<file path="src/rtl/uart_tx_arbiter_pkg.sv">
// Shared definitions for the UART TX arbiter: FSM state encodings.
package uart_tx_arbiter_pkg;

    typedef logic [1:0] arb_state_t;

    localparam logic [1:0] ST_ARB       = 2'd0;
    localparam logic [1:0] ST_START     = 2'd1;
    localparam logic [1:0] ST_WAIT_BUSY = 2'd2;
    localparam logic [1:0] ST_WAIT_DONE = 2'd3;

endpackage

</file>
<file path="src/rtl/uart_tx_arbiter_rr_pick.sv">
// Combinational round-robin picker: the first valid requester after ptr,
// wrapping modulo NUM_REQ, is granted (one-hot plus index).
module uart_tx_arbiter_rr_pick #(
    parameter int NUM_REQ = 4,
    parameter int IDX_W   = $clog2(NUM_REQ)
) (
    input  logic [NUM_REQ-1:0] valid,
    input  logic [IDX_W-1:0]   ptr,
    output logic [NUM_REQ-1:0] grant,
    output logic [IDX_W-1:0]   idx,
    output logic               found
);

    int               cand;
    logic [IDX_W-1:0] cand_idx;

    // Scan from ptr+1 upward, wrapping; the first valid requester wins.
    always_comb begin
        grant    = '0;
        idx      = '0;
        found    = 1'b0;
        cand     = 0;
        cand_idx = '0;
        for (int k = 1; k <= NUM_REQ; k++) begin
            cand     = (int'(ptr) + k) % NUM_REQ;
            cand_idx = IDX_W'(cand);
            if (!found && valid[cand_idx]) begin
                found           = 1'b1;
                grant[cand_idx] = 1'b1;
                idx             = cand_idx;
            end
        end
    end

endmodule

</file>
<file path="src/rtl/uart_tx_arbiter.sv">
// Shares one UART transmitter among NUM_REQ byte-stream requesters.
// Round-robin per frame (or per byte when FRAME_LOCK=0); each launch is a
// start pulse followed by busy-rise and busy-fall tracking with a timeout.
module uart_tx_arbiter
    import uart_tx_arbiter_pkg::*;
#(
    parameter int NUM_REQ      = 4,
    parameter int DATA_BITS    = 8,
    parameter int FRAME_LOCK   = 1,
    parameter int BUSY_TIMEOUT = 16
) (
    input  logic                         clk,
    input  logic                         rst,
    input  logic [NUM_REQ-1:0]           req_valid,
    input  logic [NUM_REQ*DATA_BITS-1:0] req_data,
    input  logic [NUM_REQ-1:0]           req_last,
    output logic [NUM_REQ-1:0]           req_ready,
    output logic                         tx_start,
    output logic [DATA_BITS-1:0]         tx_data,
    input  logic                         tx_busy,
    output logic [$clog2(NUM_REQ)-1:0]   grant_id,
    output logic                         frame_active,
    output logic                         err_timeout
);

    localparam int IDX_W = $clog2(NUM_REQ);
    localparam int CNT_W = $clog2(BUSY_TIMEOUT);

    arb_state_t       state;
    logic [IDX_W-1:0] ptr;
    logic [IDX_W-1:0] owner;
    logic             last_q;
    logic [CNT_W-1:0] cnt;

    logic [NUM_REQ-1:0]   owner_mask;
    logic [NUM_REQ-1:0]   eligible;
    logic [NUM_REQ-1:0]   pick_grant;
    logic [IDX_W-1:0]     pick_idx;
    logic                 pick_found;
    logic [DATA_BITS-1:0] pick_byte;

    // While a frame is locked only its owner may compete.
    always_comb begin
        owner_mask        = '0;
        owner_mask[owner] = 1'b1;
        eligible          = frame_active ? (req_valid & owner_mask) : req_valid;
        pick_byte         = req_data[pick_idx*DATA_BITS +: DATA_BITS];
    end

    uart_tx_arbiter_rr_pick #(
        .NUM_REQ (NUM_REQ),
        .IDX_W   (IDX_W)
    ) u_rr_pick (
        .valid (eligible),
        .ptr   (ptr),
        .grant (pick_grant),
        .idx   (pick_idx),
        .found (pick_found)
    );

    // Launch sequencer: accept, pulse start, wait for busy to rise then fall.
    always_ff @(posedge clk or posedge rst) begin
        if (rst) begin
            state        <= ST_ARB;
            ptr          <= IDX_W'(NUM_REQ - 1);
            owner        <= '0;
            last_q       <= 1'b0;
            cnt          <= '0;
            req_ready    <= '0;
            tx_start     <= 1'b0;
            tx_data      <= '0;
            grant_id     <= '0;
            frame_active <= 1'b0;
            err_timeout  <= 1'b0;
        end else begin
            req_ready   <= '0;
            tx_start    <= 1'b0;
            err_timeout <= 1'b0;
            case (state)
                ST_ARB: begin
                    // An externally busy transmitter blocks any new accept.
                    if (!tx_busy && pick_found) begin
                        req_ready <= pick_grant;
                        tx_data   <= pick_byte;
                        last_q    <= req_last[pick_idx];
                        grant_id  <= pick_idx;
                        state     <= ST_START;
                    end
                end
                ST_START: begin
                    tx_start <= 1'b1;
                    cnt      <= '0;
                    state    <= ST_WAIT_BUSY;
                end
                ST_WAIT_BUSY: begin
                    if (tx_busy) begin
                        state <= ST_WAIT_DONE;
                    end else if (cnt == CNT_W'(BUSY_TIMEOUT - 1)) begin
                        // Transmitter never took the byte: drop it and release the lock.
                        err_timeout  <= 1'b1;
                        frame_active <= 1'b0;
                        ptr          <= grant_id;
                        state        <= ST_ARB;
                    end else begin
                        cnt <= cnt + 1'b1;
                    end
                end
                ST_WAIT_DONE: begin
                    if (!tx_busy) begin
                        state <= ST_ARB;
                        if (FRAME_LOCK != 0 && !last_q) begin
                            frame_active <= 1'b1;
                            owner        <= grant_id;
                        end else begin
                            frame_active <= 1'b0;
                            ptr          <= grant_id;
                        end
                    end
                end
                default: state <= ST_ARB;
            endcase
        end
    end

endmodule

</file>
<file path="config.mk">
export PLATFORM = sky130hd
export DESIGN_NAME = uart_tx_arbiter
export DESIGN_NICKNAME = d
export VERILOG_FILES = /design/src/rtl/uart_tx_arbiter_pkg.sv /design/src/rtl/uart_tx_arbiter_rr_pick.sv /design/src/rtl/uart_tx_arbiter.sv
export SDC_FILE = /design/constraint.sdc
export NUM_CORES = 1
export LEC_CHECK = 0
export BUFFER_PORTS_ARGS = -buffer_cell sky130_fd_sc_hd__buf_4
export CELL_PAD_IN_SITES_DETAIL_PLACEMENT = 1
export CELL_PAD_IN_SITES_GLOBAL_PLACEMENT = 1
export CORE_MARGIN = 4
export CORE_UTILIZATION = 42
export CTS_CLUSTER_SIZE = 12
export DETAILED_ROUTE_END_ITERATION = 16
export GPL_TIMING_DRIVEN = 0
export PLACE_DENSITY_LB_ADDON = 0.2
export SLEW_MARGIN = 20
export SYNTH_ARGS = -nofsm -noshare
export SYNTH_HDL_FRONTEND = slang
export SYNTH_SLANG_ARGS = --single-unit
</file>
<file path="constraint.sdc">
create_clock -name clk -period 3.9 [get_ports clk]
set_input_delay 0.78 -clock clk [delete_from_list [all_inputs] [get_ports clk]]
set_output_delay 0.78 -clock clk [all_outputs]
set_load 0.02 [all_outputs]
</file>
==> reports/summary.txt <==
status: finished clean
# H-tree levels: 1
min Tclk post-route: 3.06 ns
Root Driver: clkbuf_8
first-pass GRT wire length: 10500 um
CP Cell Sequence: buf_6 > buf_6 > inv_1 > ha_1 > mux2i_4 > o21ai_4 > buf_6 > mux2_1 > o221ai_1 > nand3_1
top layer in use: met4
top cells by area, synth: dfrtp_1 (32%), nand3_1 (7.0%), ha_1 (5.6%), a32oi_1 (3.9%), buf_6 (2.8%)
initial antenna violation count: 0
Fillers: 533
Rel. slew slack: 58.3%
drt initial violations: 49
final net count: 320
CTS tree: done
syn_nets: 256
commonest non-fill, non-tap cell in the layout: buf_4
WL met3: 381 um
Post-Place Cells: 315
clk_skew: 0.00383 ns
setup bufs post-CTS: 0
later-pin clock latency in the skew report: 0.28 ns
DRT Wirelength: 6350 um
vias per cell: 6.21
ys async rst share: 100%
vias in the first global route: 2195
cts bufs inserted: 3
Crit Path Class: reg2reg
Syn. warnings: 0
wire length on met2: 3280 um
core area: 0.00450 mm^2
pwr dens: 868 mW/mm^2
Crit-path slowest cell: dfstp_2
storage element area: 703 um^2
Crit path largest cell delay: 0.59 ns
Max-Cap Viols: 0
area growth from synthesis to layout: 28.8%
synth unique cells: 54
# diodes: 0
crit path max fanout: 10
number of setup violations in the final report: 0
Post-synth EDFFs: 0
Seq/Total Area, Yosys: 35.0%
most frequent cells in the layout: buf_4 (61), nand3_1 (28), dfrtp_1 (26)
Syn Inst Count: 204
Buf/Inv on CP: 4
Die Height: 77.2 um
Hold Fails Final Rpt: 0
DP Wirelength: 4940 um
Peak VDD IR: 0.000436 V
Chip Width: 77.2 um
CP top delay family: buffers and inverters
Die ar.: 0.00596 mm^2
worst slew pin tran: 0.624 ns
crit path launch type: register
Top Ports: 60
Synth top area share: 32.4%
clock tree buffer depth: 2
Synth Flop Type: dfrtp_1
wire length on met1: 2570 um
unrepaired setup endpoints after global routing: false
Placer Congestion: 0.779
setup TNS: 0 ns
# rows: 24
WL/cell: 19.9 um
GRT overflow: 0
Hold-fix buffers, CTS: 0
area taken by multi-input logic gates: 0.00119 mm^2
Crit path top cell by count: buf_6
P_leak: 1.17 nW
Via Count: 1981
WP data required: 4.06 ns
DR DRC count: 0
cell area after synthesis: 0.00201 mm^2
clock sinks: 28
Hold WC Path Type: reg2reg
Worst-path clk slew: 0.11 ns
Non-Filler Instances: 319
Global Route Usage Sum: 21.8%
DRT Pass-1 Iters: 4
Max Transition Viols Final: 0
dominant cell type by area after synthesis: dfrtp_1
largest net degree at the start of global routing: 29
FF+latch count, synth: 28
DRT antenna net count: 0
fmax: 327 MHz
critical path capture point type: register
Crit path arrival time: 3.22 ns
Final period util: 78.3%
layout cell share with drive strength beyond 1: 35.2%
post-CTS sizing: 0
Initial Util: 44.6%
Avg Cell Area, Syn: 9.86 um^2
IO buf count: 59
[synthesized netlist by cell type (all sizes together) (3+ instances only)]
master  instances
nor2            8
nand4           8
a222oi          4
mux2i           8
mux2            6
a32oi           9
a21oi           9
o21ai           8
o22ai           3
nand3          28
a31o            3
buf             8
dfrtp          26
nand2b          4
inv             6
o211a           4
nand2          13
ha              9
nor3            3
a21boi          3
clkbuf          4
o221ai          4
nand4b          4
[cell type report]
cell class,count,share of cell area (%)
Multi-Input combinational cell,158,46.0
Sequential cell,28,27.1
Timing Repair Buffer,59,17.1
Buffer,12,3.57
Tap cell,52,2.51
Clock buffer,3,1.59
Clock inverter,1,1.16
Inverter,6,0.870
[cells by family (layout without fill, tap and decap cells)]
logic type,Yosys count,count (layout),synth area share [%]
compound gates,57,57,22.5
xor+xnor,1,1,0.436
fa+ha+maj,9,9,5.60
buf+inv,18,81,5.72
flops,28,28,35.0
mux,14,14,8.52
simple gates,77,77,22.3
[worst min-delay path, cell delays in order, from the launching register on]
cell,delay [ns]
dfrtp_1,0.36
a32oi_1,0.06
nand4_1,0.06
[final timing paths]
check	startpoint	depth (start not counted)	slack, ns	end
min in group asynchronous	rst	2	0.56	tx_data[2]
max reg2reg	ptr[0]	10	0.84	tx_data[4]
max	ptr[0]	10	0.84	tx_data[4]
max in group asynchronous	rst	2	2.93	req_ready[1]
min	tx_data[2]	2	0.51	tx_data[2]
min reg2reg	tx_data[2]	2	0.51	tx_data[2]
[flip-flops by register name (all words and copies together), names as in the netlist]
| register | count |
|---|---|
| tx_data | 8 |
| cnt | 4 |
| req_ready | 4 |
| grant_id | 2 |
| owner | 2 |
| ptr | 2 |
| state | 2 |
| err_timeout | 1 |
| frame_active | 1 |
| last_q | 1 |
| tx_start | 1 |
[power breakdown]
| part | switching (mW) | internal, mW | total (mW) |
|---|---|---|---|
| sequential | 0.110 | 0.409 | 0.519 |
| combinational | 0.867 | 0.622 | 1.49 |
| clock | 0.103 | 0.138 | 0.241 |
[routing by layer]
layer  up-vias  GRT usage, %
met5         -             0
met4         0          6.23
met3        11          5.39
met2        61          40.0
met1       981          24.7
li1        928             -
[stage by stage]
step	setup WS, ns	util (%)	hold slack, ns	total power [mW]	instance area (um^2)
5_1_grt	0.662	57.5	0.538	2.41	2590
4_1_cts	0.819	57.5	0.515	2.26	2590
2_1_floorplan	1.25	-	0.486	1.57	2010
6_report	0.845	57.5	0.512	2.25	2590
3_3_place_gp	0.963	55.9	0.475	1.93	2520
3_5_place_dp	0.903	55.9	0.491	2.01	2520
Note: power is estimated with default switching activity, not from simulation.
